==> config.mk <==
export PLATFORM = sky130hd
export DESIGN_NAME = seq_stage_controller
export DESIGN_NICKNAME = d
export VERILOG_FILES = /design/src/rtl/seq_stage_controller.sv
export SDC_FILE = /design/constraint.sdc
export NUM_CORES = 1
export LEC_CHECK = 0
export BUFFER_PORTS_ARGS = -buffer_cell sky130_fd_sc_hd__buf_4
export CAP_MARGIN = 15
export CELL_PAD_IN_SITES_DETAIL_PLACEMENT = 0
export CELL_PAD_IN_SITES_GLOBAL_PLACEMENT = 2
export CORE_UTILIZATION = 28
export CTS_BUF_LIST = sky130_fd_sc_hd__clkbuf_8
export DETAILED_ROUTE_END_ITERATION = 6
export PLACE_DENSITY = 0.87
export SYNTH_ARGS = -nofsm -noshare
export SYNTH_HDL_FRONTEND = slang
export SYNTH_SLANG_ARGS = --single-unit
==> constraint.sdc <==
create_clock -name clk -period 2.5 [get_ports clk]
set_clock_uncertainty 0.05 [all_clocks]
set_input_delay 0.5 -clock clk [delete_from_list [all_inputs] [get_ports clk]]
set_output_delay 0.5 -clock clk [all_outputs]
set_load 0.005 [all_outputs]
==> src/rtl/seq_stage_controller.sv <==
// Multi-cycle sequencer for the sequential Y86-64 core: walks each instruction through the
// six stages with one-hot enables and owns the CC register, status code and retire counter.
module seq_stage_controller #(
  parameter int unsigned RET_W = 32
) (
  input  logic             clk,
  input  logic             rst,
  input  logic             start,
  input  logic [3:0]       icode,
  input  logic             instr_valid,
  input  logic             imem_error,
  input  logic             mem_ready,
  input  logic             dmem_error,
  input  logic [2:0]       cc_next,
  output logic             fetch_en,
  output logic             decode_en,
  output logic             execute_en,
  output logic             memory_en,
  output logic             writeback_en,
  output logic             pc_en,
  output logic [2:0]       cc,
  output logic [2:0]       stat,
  output logic             busy,
  output logic [RET_W-1:0] retired
);

  typedef enum logic [2:0] {
    StIdle      = 3'd0,
    StFetch     = 3'd1,
    StDecode    = 3'd2,
    StExecute   = 3'd3,
    StMemory    = 3'd4,
    StWriteback = 3'd5,
    StPcUpd     = 3'd6,
    StHalted    = 3'd7
  } state_e;

  localparam logic [2:0] StatAok   = 3'd1;
  localparam logic [2:0] StatHlt   = 3'd2;
  localparam logic [2:0] StatAdr   = 3'd3;
  localparam logic [2:0] StatIns   = 3'd4;
  localparam logic [2:0] CcReset   = 3'b100;
  localparam logic [3:0] IcodeHalt = 4'h0;
  localparam logic [3:0] IcodeOpq  = 4'h6;
  localparam logic [3:0] IcodeMax  = 4'hB;

  state_e           state_q, state_d;
  logic [3:0]       icode_q, icode_d;
  logic [2:0]       cc_q, cc_d;
  logic [2:0]       stat_q, stat_d;
  logic [RET_W-1:0] retired_q, retired_d;

  // rmmovq, mrmovq, call, ret, pushq, popq touch data memory.
  function automatic logic is_mem_icode(input logic [3:0] ic);
    logic r;
    case (ic)
      4'h4, 4'h5, 4'h8, 4'h9, 4'hA, 4'hB: r = 1'b1;
      default:                            r = 1'b0;
    endcase
    return r;
  endfunction

  always_ff @(posedge clk) begin
    if (rst) begin
      state_q   <= StIdle;
      icode_q   <= 4'h0;
      cc_q      <= CcReset;
      stat_q    <= StatAok;
      retired_q <= '0;
    end else begin
      state_q   <= state_d;
      icode_q   <= icode_d;
      cc_q      <= cc_d;
      stat_q    <= stat_d;
      retired_q <= retired_d;
    end
  end

  always_comb begin
    state_d      = state_q;
    icode_d      = icode_q;
    cc_d         = cc_q;
    stat_d       = stat_q;
    retired_d    = retired_q;
    fetch_en     = 1'b0;
    decode_en    = 1'b0;
    execute_en   = 1'b0;
    memory_en    = 1'b0;
    writeback_en = 1'b0;
    pc_en        = 1'b0;

    unique case (state_q)
      StIdle: begin
        if (start) begin
          state_d = StFetch;
          stat_d  = StatAok;
        end
      end
      StFetch: begin
        fetch_en = 1'b1;
        icode_d  = icode;
        // Address error outranks everything, including a halt in the same cycle.
        if (imem_error) begin
          state_d = StHalted;
          stat_d  = StatAdr;
        end else if (!instr_valid || (icode > IcodeMax)) begin
          state_d = StHalted;
          stat_d  = StatIns;
        end else if (icode == IcodeHalt) begin
          state_d   = StHalted;
          stat_d    = StatHlt;
          retired_d = retired_q + RET_W'(1);
        end else begin
          state_d = StDecode;
        end
      end
      StDecode: begin
        decode_en = 1'b1;
        state_d   = StExecute;
      end
      StExecute: begin
        execute_en = 1'b1;
        if (icode_q == IcodeOpq) begin
          cc_d = cc_next;
        end
        state_d = StMemory;
      end
      StMemory: begin
        if (is_mem_icode(icode_q)) begin
          memory_en = 1'b1;
          if (mem_ready) begin
            if (dmem_error) begin
              state_d = StHalted;
              stat_d  = StatAdr;
            end else begin
              state_d = StWriteback;
            end
          end
        end else begin
          state_d = StWriteback;
        end
      end
      StWriteback: begin
        writeback_en = 1'b1;
        state_d      = StPcUpd;
      end
      StPcUpd: begin
        pc_en     = 1'b1;
        retired_d = retired_q + RET_W'(1);
        state_d   = StFetch;
      end
      StHalted: begin
        state_d = StHalted;
      end
      default: begin
        state_d = StIdle;
      end
    endcase
  end

  assign busy    = (state_q != StIdle) && (state_q != StHalted);
  assign cc      = cc_q;
  assign stat    = stat_q;
  assign retired = retired_q;

endmodule

==> results.tsv <==
stage	metric	value	unit
sta	tns	0	ns
grt	use_met1	20.2	%
critical_path	critPathKind	reg2reg	
clocking	post_cts_buffers	0	
routing	wl_per_cell	13.6	um
clocking	cts-root-buf	clkbuf_8	
routing	drtPass1Iterations	4	
grt	met3_usage	4.23	%
yosys	syn_area	2260	um2
placed_design	gp_congestion	0.806	
final_layout	nNetsFinal	353	
final_layout	area_growth	30.5	%
sta	finalMaxSlewViolations	0	
pwr	peakVddDrop	0.000229	V
clocking	cts_hold_buffers	0	
sta	grt_setup_unrepaired	false	
yosys	netlist_top_cells_area	dfxtp_1 (40%), a21oi_1 (5.3%), nor2_1 (4.3%)	
grt	grt_use_total	15.4	%
clocking	clockBufferDepth	2	
yosys	synth-async-reset-ratio	0	%
worst_hold_path	min_path_type	in2reg	
yosys	syn_area_per_cell	8.32	um2
final_layout	final_cell_mix	buf_4 (73), dfxtp_1 (45), nor2_1 (26)	
critical_path	critical_path_required	2.69	ns
floorplan	initial_core_util	29.1	%
critical_path	cp.arrival	2.38	ns
yosys	synth-seq-cells	45	
routing	ant_nets	0	
floorplan	dieWidth	91.9	um
clocking	cts_made_buffers	5	
clocking	cts.sinks	45	
pwr	pwr_density_cell	502	nW/um2
clocking	path_clk_slew	0.09	ns
critical_path	end_kind	flip-flop	
routing	via_count	2225	
critical_path	r2r_slack	0.30	ns
sta	worst_slew_pin_slew	0.470	ns
yosys	synth-edff-count	0	
routing	wl	6.00	mm
floorplan	core	7770	um2
yosys	synthCells	272	
sta	period_share	87.9	%
yosys	synth.distinct_cells	48	
pwr	p_leak	1.16	nW
critical_path	cp-start-kind	flip-flop	
routing	drc_errors	0	
clocking	cts_max_level	2	
floorplan	fp.dieH	91.9	um
yosys	ys_seq_area_share	39.8	%
sta	period_minus_slack	2.20	ns
critical_path	crit_fanout	6	
placed_design	hpwl	4.40	mm
routing	via_per_inst	5.05	
clocking	clkLatencyLatePin	0.30	ns
floorplan	rows	32	
grt	grt_overflow	0	
job	maxCapViolations	0	
yosys	ys.flop_type	dfxtp_1	
pwr	p_total	1.48	mW
grt	grt_pass1_wl	10.5	mm
clocking	cts_tree	built	
critical_path	reg2reg_to	retired[20]$_SDFFE_PP0P_	
floorplan	ios	59	
grt	top_usage_layer	met2	
critical_path	crit_path_end	retired[20]$_SDFFE_PP0P_	
sta	maxSlewHeadroom	68.4	%
yosys	synth_nets	287	
yosys	synth_area_leader_cell	dfxtp_1	
sta	finalSetupViolCount	0	
sta	max_freq	455	MHz
status	outcome	completed	
critical_path	r2r_cells	5	
final_layout	diodes	0	
routing	drt_iter0_drc	97	
yosys	synth_top_cell_area_share	39.8	%
yosys	yosysWarnings	0	
grt	grt_max_degree	44	
grt	antenna_found_initial	0	
placed_design	io_buffer_count	58	
critical_path	crit_start	state_q[0]$_SDFFE_PP0P_	
critical_path	reg2reg_from	state_q[0]$_SDFFE_PP0P_	
sta	hold_viol	0	
grt	grt_pass1_vias	2172	
clocking	post_cts_resize_count	0	
final_layout	layout_commonest_cell	buf_4	
floorplan	dieArea	8450	um2
final_layout	drive_above_1_share	26.0	%
grt	use_met2	24.1	%
kinds of logic (layout without fill, tap and decap cells):
group                      count (synthesis)  count (layout)  share of synthesized area (%)
AOI/OAI and AO/OA                         60              60                           15.9
xor gates and xnor gates                  11              11                           4.26
adders and majority gates                  1               1                          0.553
buffers and inverters                     20              87                           3.98
DFF                                       45              45                           39.8
muxes                                      9               9                           4.04
and+or+nand+nor                          126             126                           31.5
synth_stat cells (all sizes together) (2+ instances only):
master / instances
a21oi: 25
and4: 7
nand3: 12
nor3: 6
buf: 3
nand2: 19
nor2: 26
mux2i: 8
clkbuf: 11
nor2b: 2
o31ai: 4
nand4: 13
nor3b: 2
dfxtp: 45
and2: 3
or3: 14
nor4: 4
nand4b: 2
inv: 6
or4: 5
o41ai: 2
and3: 5
o21ai: 17
a211o: 2
xor2: 7
xnor2: 4
nand2b: 3
routing by layer:
metal	wire length [um]	vias up	share of wire [%]
met5	0	-	0
met4	89	0	1.5
met3	373	9	6.2
met2	2740	61	46
met1	2790	1018	47
li1	-	1137	-
sequential cells by signal, indices dropped and copies added (netlist names):
name     cells
icode_q      4
state_q      3
cc           3
retired     32
stat         3
layout make-up:
type | instances | area, um2
multi-input combinational | 207 | 1270
fill | 838 | 4810
clock buffer | 5 | 68.8
clock inverter | 3 | 13.8
sequential | 45 | 901
tap | 102 | 128
inverter | 6 | 22.5
timing repair buffer | 73 | 548
stage by stage:
| stage | hold WS (ns) | setup WS, ns | area [um2] | std cells | utilization [%] |
|---|---|---|---|---|---|
| floorplan | 0.403 | 0.136 | 2260 | 272 | - |
| global placement | 0.395 | 0.141 | 2870 | 433 | 37.0 |
| detailed placement | 0.400 | 0.0901 | 2870 | 433 | 37.0 |
| CTS | 0.356 | 0.294 | 2950 | 441 | 38.0 |
| global route | 0.364 | 0.127 | 2950 | 441 | 38.0 |
| finish | 0.367 | 0.303 | 2950 | 441 | 38.0 |
how the worst min path moves through the flow:
stage | from | to | cells past startpoint
2_1_floorplan | stat[1]$_SDFFE_PP0P_ | stat[1]$_SDFFE_PP0P_ | 2
3_3_place_gp | stat[1]$_SDFFE_PP0P_ | stat[1]$_SDFFE_PP0P_ | 2
3_5_place_dp | stat[1]$_SDFFE_PP0P_ | stat[1]$_SDFFE_PP0P_ | 2
4_1_cts | cc_next[2] | cc[2]$_SDFFE_PP1P_ | 3
5_1_grt | cc_next[2] | cc[2]$_SDFFE_PP1P_ | 3
6_report | cc_next[2] | cc[2]$_SDFFE_PP1P_ | 3
critical path: stages, from the launching register on:
cell     delay (ns)
dfxtp_1        0.37
nor3b_2        0.40
a21oi_2        0.10
or4_4          0.54
or4_1          0.51
a21oi_1        0.16
power by group:
part / total (mW) / switching, mW / internal (mW)
Clock: 0.446 / 0.256 / 0.190
Combinational: 0.275 / 0.141 / 0.135
Sequential: 0.761 / 0.0196 / 0.741
Total: 1.48 / 0.416 / 1.07
No activity file was read; power rests on OpenSTA's default activity.
